[src/rtl/hazard_scoreboard_pkg.sv]
// Shared encodings for the producer-side hazard scoreboard: writer kinds,
// shadow-slot indices and the per-slot record.
package hazard_scoreboard_pkg;

  localparam int unsigned NUM_SLOTS  = 3;
  localparam int unsigned GPR_ADDR_W = 5;

  localparam int unsigned SLOT_EX     = 0;
  localparam int unsigned SLOT_DCACHE = 1;
  localparam int unsigned SLOT_MEM    = 2;

  typedef enum logic [1:0] {
    KIND_ALU    = 2'd0,
    KIND_LOAD   = 2'd1,
    KIND_MULDIV = 2'd2,
    KIND_RSVD   = 2'd3
  } kind_e;

  typedef struct packed {
    logic                  valid;
    logic                  we;
    logic [GPR_ADDR_W-1:0] waddr;
    kind_e                 kind;
    logic                  ready;
  } slot_t;

  // Reserved kind behaves like ALU: result forwardable from EX.
  function automatic logic ready_at_entry(input kind_e k);
    return (k != KIND_LOAD) && (k != KIND_MULDIV);
  endfunction

endpackage

[src/rtl/hazard_scoreboard_slot_match.sv]
// One source register checked against every shadow slot; the youngest
// matching writer decides whether the source must wait.
module hazard_slot_match
  import hazard_scoreboard_pkg::*;
#(
  parameter int unsigned NSTAGE     = 3,
  parameter int unsigned REG_ADDR_W = 5
) (
  input  slot_t [NSTAGE-1:0]     slots,
  input  logic [REG_ADDR_W-1:0]  src,
  input  logic                   used,
  output logic                   hazard
);

  logic found;

  always_comb begin
    hazard = 1'b0;
    found  = 1'b0;
    for (int unsigned i = 0; i < NSTAGE; i++) begin
      if (!found && used && (src != '0) && slots[i].valid && slots[i].we &&
          (slots[i].waddr == src)) begin
        found  = 1'b1;
        hazard = ~slots[i].ready;
      end
    end
  end

endmodule

[src/rtl/hazard_scoreboard.sv]
// Shadows in-flight GPR writers in EX/DCACHE/MEM and raises stallreq when
// the youngest writer of an ID source cannot forward yet.
module hazard_scoreboard
  import hazard_scoreboard_pkg::*;
#(
  parameter int unsigned NSTAGE     = NUM_SLOTS,
  parameter int unsigned REG_ADDR_W = GPR_ADDR_W
) (
  input  logic                  clk,
  input  logic                  rst,
  input  logic                  flush,
  input  logic                  hold,
  input  logic                  id_valid,
  input  logic                  id_we,
  input  logic [REG_ADDR_W-1:0] id_waddr,
  input  logic [1:0]            id_kind,
  input  logic [REG_ADDR_W-1:0] rs_raddr,
  input  logic                  rs_used,
  input  logic [REG_ADDR_W-1:0] rt_raddr,
  input  logic                  rt_used,
  input  logic                  md_done,
  output logic                  stallreq,
  output logic                  stall_rs,
  output logic                  stall_rt
);

  slot_t [NSTAGE-1:0] slots;
  slot_t [NSTAGE-1:0] shifted;
  slot_t [NSTAGE-1:0] slots_next;
  slot_t              entry;
  logic               md_hit;

  hazard_slot_match #(.NSTAGE(NSTAGE), .REG_ADDR_W(REG_ADDR_W)) u_match_rs (
    .slots  (slots),
    .src    (rs_raddr),
    .used   (rs_used),
    .hazard (stall_rs)
  );

  hazard_slot_match #(.NSTAGE(NSTAGE), .REG_ADDR_W(REG_ADDR_W)) u_match_rt (
    .slots  (slots),
    .src    (rt_raddr),
    .used   (rt_used),
    .hazard (stall_rt)
  );

  assign stallreq = id_valid & (stall_rs | stall_rt);

  always_comb begin
    entry = '0;
    if (id_valid && !stallreq) begin
      entry.valid = 1'b1;
      entry.we    = id_we;
      entry.waddr = id_waddr;
      entry.kind  = kind_e'(id_kind);
      entry.ready = ready_at_entry(kind_e'(id_kind));
    end
  end

  // Shift (or freeze) first, then let md_done mark the oldest unready
  // MULDIV in the post-shift view; flush overrides everything.
  always_comb begin
    shifted = slots;
    if (!hold) begin
      shifted[SLOT_EX] = entry;
      for (int unsigned i = SLOT_DCACHE; i < NSTAGE; i++) begin
        shifted[i] = slots[i-1];
      end
      if (shifted[SLOT_MEM].valid && (shifted[SLOT_MEM].kind == KIND_LOAD)) begin
        shifted[SLOT_MEM].ready = 1'b1;
      end
    end

    slots_next = shifted;
    md_hit     = 1'b0;
    for (int unsigned j = 0; j < NSTAGE; j++) begin
      if (md_done && !md_hit && shifted[NSTAGE-1-j].valid &&
          (shifted[NSTAGE-1-j].kind == KIND_MULDIV) && !shifted[NSTAGE-1-j].ready) begin
        slots_next[NSTAGE-1-j].ready = 1'b1;
        md_hit                       = 1'b1;
      end
    end

    if (flush) begin
      slots_next = '0;
    end
  end

  always_ff @(posedge clk or posedge rst) begin
    if (rst) begin
      slots <= '0;
    end else begin
      slots <= slots_next;
    end
  end

endmodule

[config.mk]
export PLATFORM = sky130hd
export DESIGN_NAME = hazard_scoreboard
export DESIGN_NICKNAME = d
export VERILOG_FILES = /design/src/rtl/hazard_scoreboard_pkg.sv /design/src/rtl/hazard_scoreboard_slot_match.sv /design/src/rtl/hazard_scoreboard.sv
export SDC_FILE = /design/constraint.sdc
export NUM_CORES = 1
export LEC_CHECK = 0
export CAP_MARGIN = 20
export CORE_ASPECT_RATIO = 1.4
export CORE_MARGIN = 2
export CORE_UTILIZATION = 45
export DETAILED_ROUTE_END_ITERATION = 7
export PLACE_DENSITY = 0.69
export SLEW_MARGIN = 15
export SYNTH_ARGS = -nofsm -noshare
export SYNTH_HDL_FRONTEND = slang
export SYNTH_SLANG_ARGS = --single-unit
export TNS_END_PERCENT = 100
[constraint.sdc]
create_clock -name clk -period 3.7 [get_ports clk]
set_input_delay 0.37 -clock clk [delete_from_list [all_inputs] [get_ports clk]]
set_output_delay 0.37 -clock clk [all_outputs]
set_load 0.02 [all_outputs]
==> summary.md <==
| Metric | Value |
|---|---|
| Worst min path class | `input port to asynchronous set/reset pin` |
| Clock sink total | `30` |
| PortBufs | `28` |
| Finished Core Util | `57.20%` |
| Inserted Diodes | `0` |
| Cell Area, Synth | `about 0.0018 mm^2` |
| Die H | `78.87 um` |
| Largest stage delay on the critical path | `0.59 ns` |
| Leakage | `0.001015 uW` |
| Reg with most FFs | `slots` |
| Post-Synth Adder-Cell Area | `0%` |
| Post-synthesis sequential area ratio | `around two fifths` |
| Critical Path AT | `2.73 ns` |
| Setup WS post-layout | `0.5955 ns` |
| Crit-path cells | `clkdlybuf4s50_1, xnor2_1, nand4_1, o311a_1, o31ai_4, nand2_1, and2_1, clkdlybuf4s50_1` |
| CTS tree | `built` |
| Slowest-stage cell, CP | `clkdlybuf4s50_1` |
| Clock group share of total power | `37.2%` |
| CTS HTree Levels | `2` |
| Synth top area share | `41.67%` |
| Hold_buf cts | `0` |
| Clock Tree Buf Depth | `2` |
| Dominant cell type by area after synthesis | `dfrtp_1` |
| DRC Markers | `0` |
| Worst Skew | `approximately 0.0054 ns` |
| Crit path max fanout | `4` |
| Status | `finished, final reports clean` |
| Switch Pwr | `179.4 uW` |
| Post-DP HPWL | `3257 um` |
| Overall power | `around 700 uW` |
| Post-synth EDFFs | `0` |
| Setup CP Type | `input port to primary output` |
| Most frequent CP cell | `clkdlybuf4s50_1` |
| Cells after synthesis | `roughly 170` |
| Ys flop type | `dfrtp_1` |
| CTS resizes | `0` |
| Reg clk slew, reported paths | `0.06 ns` |
| Placer congestion estimate | `0.9233` |
| Fmax | `322.1 MHz` |
| Final wirelength | `between 4000 and 5000 um` |
| Syn avg cell area | `10.35 um^2` |
| Share of layout cells above drive strength 1 | `9.179%` |
| CP delay by family, top | `buffers and inverters` |
| Biggest regs | `slots: 30 flops` |
| VDD IR-drop max | `0.0002378 V` |
| P_int | `540.2 uW` |
| Minimum clock period | `3.105 ns` |
| Yosys cell types | `36` |
| Buf/Inv on CP | `2` |
| Worst Setup End Kind | `primary output` |
| Initial Utilization | `46.38%` |
| Synth Area in XOR/XNOR | `15.07%` |
| Total of max-cap violations | `0` |
| CTS Buf Count | `5` |
| RSZ-0062 raised after global routing | `no` |
| Max reg flops | `30` |
| Mux cell area share after synthesis | `10.56%` |
| Final setup vio count | `0` |
| First-pass GRT wire length | `7134 um` |
| WP data required | `~3.3 ns` |
| Core ar. | `0.003885 mm^2` |
| Pwr dens | `323.8 mW/mm^2` |
| Pin count of the biggest net entering global routing | `31` |
| Tcrit/Tclk final | `83.91%` |
| Initial antenna violation count | `0` |
| Vias in the first global route | `1506` |
| Comb pwr share | `14.4%` |
| Drt wl/cell | `around 17 um` |
| #FFs+latches synth | `30` |
| Synth warnings | `0` |
| Power share of the sequential group | `48.4%` |
| Post-CTS Setup Bufs | `0` |
| Die area | `roughly 0.0045 mm^2` |
| Main combinational cell family by area after synthesis | `simple AND/OR/NAND/NOR gates` |
| Switching Fraction | `24.93%` |
| Pins over their slew limit | `0` |
| Slew headroom | `59.22%` |
| Global route total overflow | `0` |
| Worst-Margin Slew | `0.6109 ns` |
| Simple-gate portion of the synthesized area | `between 10% and 20%` |
| Setup TNS | `0 ns` |
| Drt first pass iters | `4` |
| All-layer global routing usage | `20.62%` |
| NumNets Final | `232` |
| Initial drt markers | `38` |
| Final hold violation count | `0` |
| Vias per cell | `5.644` |
| Post-place setup slack | `0.5992 ns` |
| Asr flop ratio synth | `100.0%` |
| Area contributors post-synth | `dfrtp_1 42%, mux2i_1 11%, xor2_1 7.8%, xnor2_1 7.3%, nor2_1 4.4%` |
| Area grow syn2layout | `23.33%` |
| Vias post-DR | `roughly 1400` |
| Worst-Skew Late Latency | `0.28 ns` |
| Compound-Gate Fraction of Synth Area | `12.08%` |
| Syn Nets | `200` |
| Top-level port count | `29` |
| ANT nets after route | `0` |
| Die Wd | `~57 um` |
| Crit start category | `input port` |
| Clock Tree Root | `clkbuf_8` |
| FP Rows | `27` |
[area by class of cell]
type                            count  area, um^2
Fill cell                         372        1663
Multi-Input combinational cell    133        1005
Sequential cell                    30       750.7
Timing Repair Buffer               31       302.8
Clock buffer                        7       86.33
Tap cell                           43       53.80
Inverter                            5       18.77
Clock inverter                      1       5.005
[cells in the mapped netlist, drive strengths merged (3+ instances only)]
library cell	instances
a22o	6
nand2b	3
o21ai	4
buf	3
nand2	11
xnor2	15
xor2	16
inv	5
o31ai	3
a21oi	4
nor2	22
and2	4
dfrtp	30
clkbuf	3
nor4	4
mux2i	19
[per-stage QoR]
step	instance area, um^2	std cells	hold slack [ns]
global route	2222	250	0.5518
finish	2222	250	0.4828
global placement	2131	242	0.5109
detailed placement	2131	242	0.5100
floorplan	1802	174	0.4331
CTS	2222	250	0.5243
[final timing paths]
kind,from,to,slack (ns),cells past startpoint
worst max-delay path,rs_raddr[4],stallreq,0.60,8
worst min-delay path,rst,slots[15],0.48,2
worst max register to register,slots[7],slots[0],1.50,7
worst min register to register,slots[28],slots[28],0.52,2
max in group asynchronous,rst,slots[0],2.81,2
min in group clk,slots[28],slots[28],0.52,2
[cell usage in the layout, fill, tap and decap left out, types with 3 or more instances in the layout]
cell and count:
nor2_1 21, xnor2_1 15, xor2_1 16, clkdlybuf4s50_1 28, nor4_1 4, nand2b_1 3, a21oi_1 4, buf_4 3
a22o_1 6, clkbuf_8 6, nand2_1 11, inv_1 4, dfrtp_1 30, mux2i_1 19, and2_1 3
[metal layers]
| metal | GRT usage [%] | routed length [um] | vias to the layer above |
|---|---|---|---|
| met5 | 0 | 0 | - |
| met3 | 3.909 | 175 | 17 |
| met4 | 9.070 | 137 | 0 |
| met2 | 36.25 | 2213 | 37 |
| met1 | 23.82 | 1776 | 681 |
| li1 | - | - | 676 |
[cells by family (layout without fill, tap and decap cells)]
logic type / Yosys count / in the layout
compound gates: 25 / 25
mux: 19 / 19
simple gates: 58 / 58
buf+inv: 11 / 44
flops: 30 / 30
xor+xnor: 31 / 31
[power by group through the flow]
stage | clock (uW) | sequential (uW) | combinational (uW)
2_1_floorplan | 0 | 349 | 57.9
6_report | 268 | 348 | 104
5_1_grt | 288 | 349 | 114
4_1_cts | 276 | 348 | 104
3_5_place_dp | 0 | 354 | 104
3_3_place_gp | 0 | 354 | 101
No activity file was read; power rests on OpenSTA's default activity.
